### src/rtl/riscv_pkg.sv
// Shared types and frame-format constants for the UART program loader.
package riscv_pkg;

    typedef enum logic [2:0] {
        ST_IDLE,
        ST_LEN_LO,
        ST_LEN_HI,
        ST_DATA,
        ST_CHECK,
        ST_DONE,
        ST_ERROR
    } loader_state_t;

    // Length prefix is two bytes, low byte first.
    localparam int unsigned HEADER_LEN    = 2;
    localparam logic [7:0]  CHECKSUM_SEED = 8'h00;

endpackage

### src/rtl/loader_timeout.sv
// Inter-byte gap counter: expired is asserted once TIMEOUT_CYCLES edges pass with no clear.
module loader_timeout #(
    parameter int unsigned TIMEOUT_CYCLES = 2_000_000
) (
    input  logic clk,
    input  logic rst,
    input  logic clear,
    input  logic enable,
    output logic expired
);

    localparam int unsigned CNT_W = (TIMEOUT_CYCLES > 1) ? $clog2(TIMEOUT_CYCLES) : 1;
    localparam logic [CNT_W-1:0] LIMIT = CNT_W'(TIMEOUT_CYCLES - 1);

    logic [CNT_W-1:0] cnt_q, cnt_d;

    // Saturates one short of the limit so the error edge is the TIMEOUT_CYCLES-th idle edge.
    always_comb begin
        cnt_d = cnt_q;
        if (clear) begin
            cnt_d = '0;
        end else if (enable && (cnt_q != LIMIT)) begin
            cnt_d = cnt_q + CNT_W'(1);
        end
    end

    assign expired = enable && (cnt_q == LIMIT);

    always_ff @(posedge clk or negedge rst) begin
        if (!rst) begin
            cnt_q <= '0;
        end else begin
            cnt_q <= cnt_d;
        end
    end

endmodule

### src/rtl/uart_program_loader.sv
// Parses a length-prefixed, XOR-checksummed UART byte stream into little-endian
// 32-bit words written to consecutive instruction-memory addresses.
module uart_program_loader
    import riscv_pkg::*;
#(
    parameter int unsigned IMEM_ADDR_WIDTH = 10,
    parameter int unsigned TIMEOUT_CYCLES  = 2_000_000
) (
    input  logic                       clk,
    input  logic                       rst,
    input  logic                       flash,
    input  logic                       uart_valid,
    input  logic [7:0]                 uart_data,
    output logic                       imem_we,
    output logic [IMEM_ADDR_WIDTH-1:0] imem_waddr,
    output logic [31:0]                imem_wdata,
    output logic                       cpu_hold,
    output logic                       load_done,
    output logic                       load_error,
    output logic [15:0]                word_count
);

    localparam logic [16:0] MAX_WORDS = 17'(1) << IMEM_ADDR_WIDTH;

    loader_state_t              state_q, state_d;
    logic [15:0]                len_q, len_d;
    logic [1:0]                 idx_q, idx_d;
    logic [23:0]                asm_q, asm_d;
    logic [7:0]                 xor_q, xor_d;
    logic [IMEM_ADDR_WIDTH-1:0] addr_q, addr_d;
    logic [15:0]                wc_q, wc_d;
    logic                       we_q, we_d;
    logic [IMEM_ADDR_WIDTH-1:0] waddr_q, waddr_d;
    logic [31:0]                wdata_q, wdata_d;
    logic                       hold_q, hold_d;
    logic                       done_q, done_d;
    logic                       err_q, err_d;
    logic [15:0]                len_n;
    logic                       in_frame;
    logic                       timer_clear;
    logic                       timer_expired;

    assign in_frame = (state_q == ST_LEN_LO) || (state_q == ST_LEN_HI) ||
                      (state_q == ST_DATA)   || (state_q == ST_CHECK);

    loader_timeout #(
        .TIMEOUT_CYCLES(TIMEOUT_CYCLES)
    ) u_timeout (
        .clk    (clk),
        .rst    (rst),
        .clear  (timer_clear || uart_valid),
        .enable (in_frame),
        .expired(timer_expired)
    );

    always_comb begin
        state_d     = state_q;
        len_d       = len_q;
        idx_d       = idx_q;
        asm_d       = asm_q;
        xor_d       = xor_q;
        addr_d      = addr_q;
        wc_d        = wc_q;
        we_d        = 1'b0;
        waddr_d     = waddr_q;
        wdata_d     = wdata_q;
        done_d      = 1'b0;
        err_d       = err_q;
        timer_clear = 1'b0;
        len_n       = {uart_data, len_q[7:0]};

        case (state_q)
            ST_IDLE: begin
                if (flash) begin
                    state_d     = ST_LEN_LO;
                    err_d       = 1'b0;
                    wc_d        = '0;
                    addr_d      = '0;
                    idx_d       = '0;
                    xor_d       = CHECKSUM_SEED;
                    timer_clear = 1'b1;
                end
            end
            ST_DONE, ST_ERROR: begin
                if (!flash) begin
                    state_d = ST_IDLE;
                end
            end
            default: begin
                // Flash drop and timeout both outrank a byte arriving on the same edge.
                if (!flash || timer_expired) begin
                    state_d = ST_ERROR;
                    err_d   = 1'b1;
                end else if (uart_valid) begin
                    case (state_q)
                        ST_LEN_LO: begin
                            len_d   = {len_q[15:8], uart_data};
                            state_d = ST_LEN_HI;
                        end
                        ST_LEN_HI: begin
                            len_d = len_n;
                            if ({1'b0, len_n} > MAX_WORDS) begin
                                state_d = ST_ERROR;
                                err_d   = 1'b1;
                            end else if (len_n == 16'd0) begin
                                state_d = ST_CHECK;
                            end else begin
                                state_d = ST_DATA;
                            end
                        end
                        ST_DATA: begin
                            xor_d = xor_q ^ uart_data;
                            asm_d = {uart_data, asm_q[23:8]};
                            idx_d = idx_q + 2'd1;
                            if (idx_q == 2'd3) begin
                                we_d    = 1'b1;
                                waddr_d = addr_q;
                                wdata_d = {uart_data, asm_q};
                                addr_d  = addr_q + IMEM_ADDR_WIDTH'(1);
                                wc_d    = wc_q + 16'd1;
                                idx_d   = '0;
                                if ((wc_q + 16'd1) == len_q) begin
                                    state_d = ST_CHECK;
                                end
                            end
                        end
                        ST_CHECK: begin
                            if (uart_data == xor_q) begin
                                state_d = ST_DONE;
                                done_d  = 1'b1;
                            end else begin
                                state_d = ST_ERROR;
                                err_d   = 1'b1;
                            end
                        end
                        default: ;
                    endcase
                end
            end
        endcase

        hold_d = (state_d != ST_IDLE);
    end

    always_ff @(posedge clk or negedge rst) begin
        if (!rst) begin
            state_q <= ST_IDLE;
            len_q   <= '0;
            idx_q   <= '0;
            asm_q   <= '0;
            xor_q   <= CHECKSUM_SEED;
            addr_q  <= '0;
            wc_q    <= '0;
            we_q    <= 1'b0;
            waddr_q <= '0;
            wdata_q <= '0;
            hold_q  <= 1'b0;
            done_q  <= 1'b0;
            err_q   <= 1'b0;
        end else begin
            state_q <= state_d;
            len_q   <= len_d;
            idx_q   <= idx_d;
            asm_q   <= asm_d;
            xor_q   <= xor_d;
            addr_q  <= addr_d;
            wc_q    <= wc_d;
            we_q    <= we_d;
            waddr_q <= waddr_d;
            wdata_q <= wdata_d;
            hold_q  <= hold_d;
            done_q  <= done_d;
            err_q   <= err_d;
        end
    end

    assign imem_we    = we_q;
    assign imem_waddr = waddr_q;
    assign imem_wdata = wdata_q;
    assign cpu_hold   = hold_q;
    assign load_done  = done_q;
    assign load_error = err_q;
    assign word_count = wc_q;

endmodule

### config.mk
export PLATFORM = sky130hd
export DESIGN_NAME = uart_program_loader
export DESIGN_NICKNAME = d
export VERILOG_FILES = /design/src/rtl/riscv_pkg.sv /design/src/rtl/loader_timeout.sv /design/src/rtl/uart_program_loader.sv
export SDC_FILE = /design/constraint.sdc
export NUM_CORES = 1
export LEC_CHECK = 0
export CAP_MARGIN = 20
export CORE_MARGIN = 10
export CORE_UTILIZATION = 55
export CTS_CLUSTER_DIAMETER = 40
export DETAILED_ROUTE_END_ITERATION = 7
export PLACE_DENSITY_LB_ADDON = 0.08
export SLEW_MARGIN = 5
export SYNTH_ARGS = -nofsm -noshare
export SYNTH_HDL_FRONTEND = slang
export SYNTH_SLANG_ARGS = --single-unit
### constraint.sdc
create_clock -name clk -period 3.6 [get_ports clk]
set_clock_uncertainty 0.15 [all_clocks]
set_input_delay 1.08 -clock clk [delete_from_list [all_inputs] [get_ports clk]]
set_output_delay 1.08 -clock clk [all_outputs]
set_load 0.005 [all_outputs]
==> flow_metrics.tcl <==
set metrics [dict create \
    r2r_setup_slack_ns 0.70 \
    fin_util_pct 67.6 \
    grtUsageTotal_pct 19.4 \
    htree_num_levels 4 \
    wl_um 17200 \
    place_hpwl_um 12000 \
    cts.sinks 146 \
    tightestPinTransition_ns 0.650 \
    io-pin-count 74 \
    setup_viol 0 \
    critPathTopFamily "simple AND/OR/NAND/NOR gates" \
    clk_latency_ns 0.41 \
    reg2regPathDepth 8 \
    fmaxAchievable_mhz 307 \
    drc 0 \
    status "completed" \
    post_cts_buffers 0 \
    cp_num_buf_inv 1 \
    p_leak_nw 4.03 \
    cts_tree "done" \
    antenna_found_initial 0 \
    grt_pass1_wl_um 28700 \
    yosys.area_share.simple_pct 20.7 \
    switching_power_w 0.00159 \
    yosys.cell_types.count 71 \
    worst_ep_arrival_time_ns 3.39 \
    fp.dieH_um 135 \
    synth_top_family_by_area "simple AND/OR/NAND/NOR gates" \
    peakVddDrop_uv 402 \
    cts.clk_slew.worst_paths_ns 0.06 \
    cp-start-kind "primary input" \
    avgSynthCellArea_um2 10.2 \
    syn-num-nets 736 \
    tns_ns 0 \
    drtPass1Iterations 7 \
    synthFlopType "dfrtp_1" \
    synth_edf_count 0 \
    layout_common_cells "146 x dfrtp_1, 133 x nand2_1, 72 x clkdlybuf4s50_1" \
    final_design_area_no_fill_um2 8870 \
    nets 811 \
    wl_per_cell_um 17.5 \
    p_int_w 0.00348 \
    powerDensity_nw_per_um2 571 \
    holdPathEnd "asm_q[0]" \
    initial_core_util_pct 55.7 \
    dpl_cell_area_um2 8260 \
    holdBufCountCts 0 \
    cp_slowest_cell "or4_1" \
    root_buffer "clkbuf_16" \
    min_period_over_period_pct 90.6 \
    synth_fa_ha_area_share_pct 0.684 \
    worstPathRequired_ns 3.73 \
    power.share.clock_pct 35.8 \
    rsz0062_at_grt "false" \
    layout-area-overhead-vs-synth_pct 21.3 \
    reg2reg_to "cpu_hold" \
    drive_gt1_share_pct 12.8 \
    hold_viol 0 \
    seqPwrFrac_pct 42.6 \
    vias 5597 \
    syn_inst 720 \
    vias_per_cell 5.69 \
    mostFrequentLayoutCell "dfrtp_1" \
    coreArea_um2 13100 \
    relSlewSlack_pct 56.7 \
    rows 42 \
    total_power_w 0.00507 \
    path_class "in -> reg" \
    cpPeakStageDelay_ns 0.53 \
    synthXorXnorAreaFrac_pct 6.10 \
    post_cts_resized 0 \
    crit_path_max_fanout 6 \
    fp.dieW_um 135 \
    timing.rr.start "word_count[0]" \
    grt-ovfl-total 0 \
    cts_buffers 17 \
    sw_frac_of_total_pct 31.4 \
    worstSetupEndpointType "flip-flop" \
    crit_chain "clkdlybuf4s50_1, nor4_1, nand3_1, or4_1, a311oi_1, o21ai_0, a21bo_2, nand4b_1" \
    p_comb_share_pct 21.6 \
    min_path_cells 2 \
    clockBufferDepth 2 \
    grt_pass1_vias 5646 \
    hold_class "reg -> reg" \
    fin_crit_ns 3.26 \
    port_buffers 73 \
    timing.hold.ws_ns 0.327 \
    hold_start "asm_q[0]" \
    diodes 0 \
    syn_area_um2 7320 \
    synth_warnings 0 \
    gp_congestion 0.892 \
    slew_viol_final 0 \
    postRouteAntennaNets 0 \
    synth.area.mux_share_pct 8.94 \
    dieArea_um2 18300 \
    yosysSeqAreaShare_pct 49.9 \
    synth_compound_area_share_pct 10.2 \
    async_flop_share_pct 100 \
    grt_max_degree 69 \
    ys_seq_elements 146 \
    cap_violations 0 \
    initialDrtViolationCount 340 \
]
-- how the worst max path moves through the flow --
stage                       from  endpoint  slack [ns]  cells after the start
detailed placement  uart_data[0]  cpu_hold       -0.06                      8
global placement    uart_data[0]  cpu_hold      -0.001                      8
finish              uart_data[0]  cpu_hold        0.34                      8
floorplan           uart_data[2]  cpu_hold        0.53                      8
global route        uart_data[0]  cpu_hold        0.18                      8
CTS                 uart_data[0]  cpu_hold        0.37                      8
-- power by group through the flow --
stage / logic, W / registers [W] / clock network, W
final: 0.00109 / 0.00216 / 0.00182
after global routing: 0.00123 / 0.00219 / 0.00192
after CTS: 0.00110 / 0.00215 / 0.00185
after detailed placement: 0.00109 / 0.00217 / 0
after global placement: 0.00104 / 0.00216 / 0
after floorplan: 0.000866 / 0.00205 / 0
-- layer usage --
metal  wire [um]  GRT usage, %  part of all wire, %  vias up
met5           0             0                    0        -
met4         306          7.42                  1.8        0
met3         914          4.78                  5.3       23
met2        8350          30.6                   48      152
met1        7650          25.1                   44     2745
li1            -             -                    -     2677
-- sequential cells by signal (all words and copies together), names as in the netlist --
name,count
addr_q,10
asm_q,24
cpu_hold,1
idx_q,2
imem_waddr,10
imem_wdata,32
imem_we,1
len_q,16
load_done,1
load_error,1
state_q,3
u_timeout.cnt_q,21
word_count,16
xor_q,8
-- synth_stat cells (5+ instances only) --
library cell	n	area (um^2)
dfrtp_1	146	3650
nand2_1	133	499
nor2_1	56	210
o21ai_0	31	155
xnor2_1	27	236
xor2_1	24	210
mux2_1	22	248
nand3_1	22	110
nand4_1	20	125
mux2_4	19	285
buf_2	17	85.1
clkbuf_1	17	63.8
a21oi_1	11	55.1
o31ai_1	11	82.6
nand2b_1	10	62.6
and3_1	9	56.3
inv_1	9	33.8
mux2_2	9	101
a31oi_1	8	50.1
nor4_1	7	43.8
o21ai_1	7	35.0
and4_1	5	43.8
nand3b_1	5	37.5
nor3_1	5	25.0
o211ai_1	5	37.5
o221ai_1	5	43.8
-- worst reg2reg max path: stages, from the launching register on --
cell      delay (ns)
dfrtp_1         0.47
ha_1            0.41
nand4_4         0.25
nor2_1          0.28
a31oi_1         0.12
nor4b_1         0.30
nand4_1         0.27
o31ai_1         0.35
nand4b_1        0.16
-- logic make-up (layout without fill, tap and decap cells) --
logic type                 Yosys count  in the layout
AOI/OAI and AO/OA                  108            108
xor gates and xnor gates            51             51
DFF                                146            146
adders and majority gates            4              4
muxes                               52             52
and+or+nand+nor                    307            307
buffers and inverters               52            139
-- final cells by class --
class	count	area, um^2
clock buffers	20	457
clock inverters	11	154
flip-flops and latches	146	3650
multi-input cells	522	3410
repair buffers	98	945
inverters	10	37.5
well taps	176	220
fillers	1029	4260
-- stage by stage --
stage / setup slack, ns / std cells
after CTS: 0.371 / 983
final: 0.338 / 983
after floorplan: 0.528 / 720
after global placement: -0.00130 / 952
after global routing: 0.183 / 983
after detailed placement: -0.0596 / 952
(Power assumes the default switching activity.)
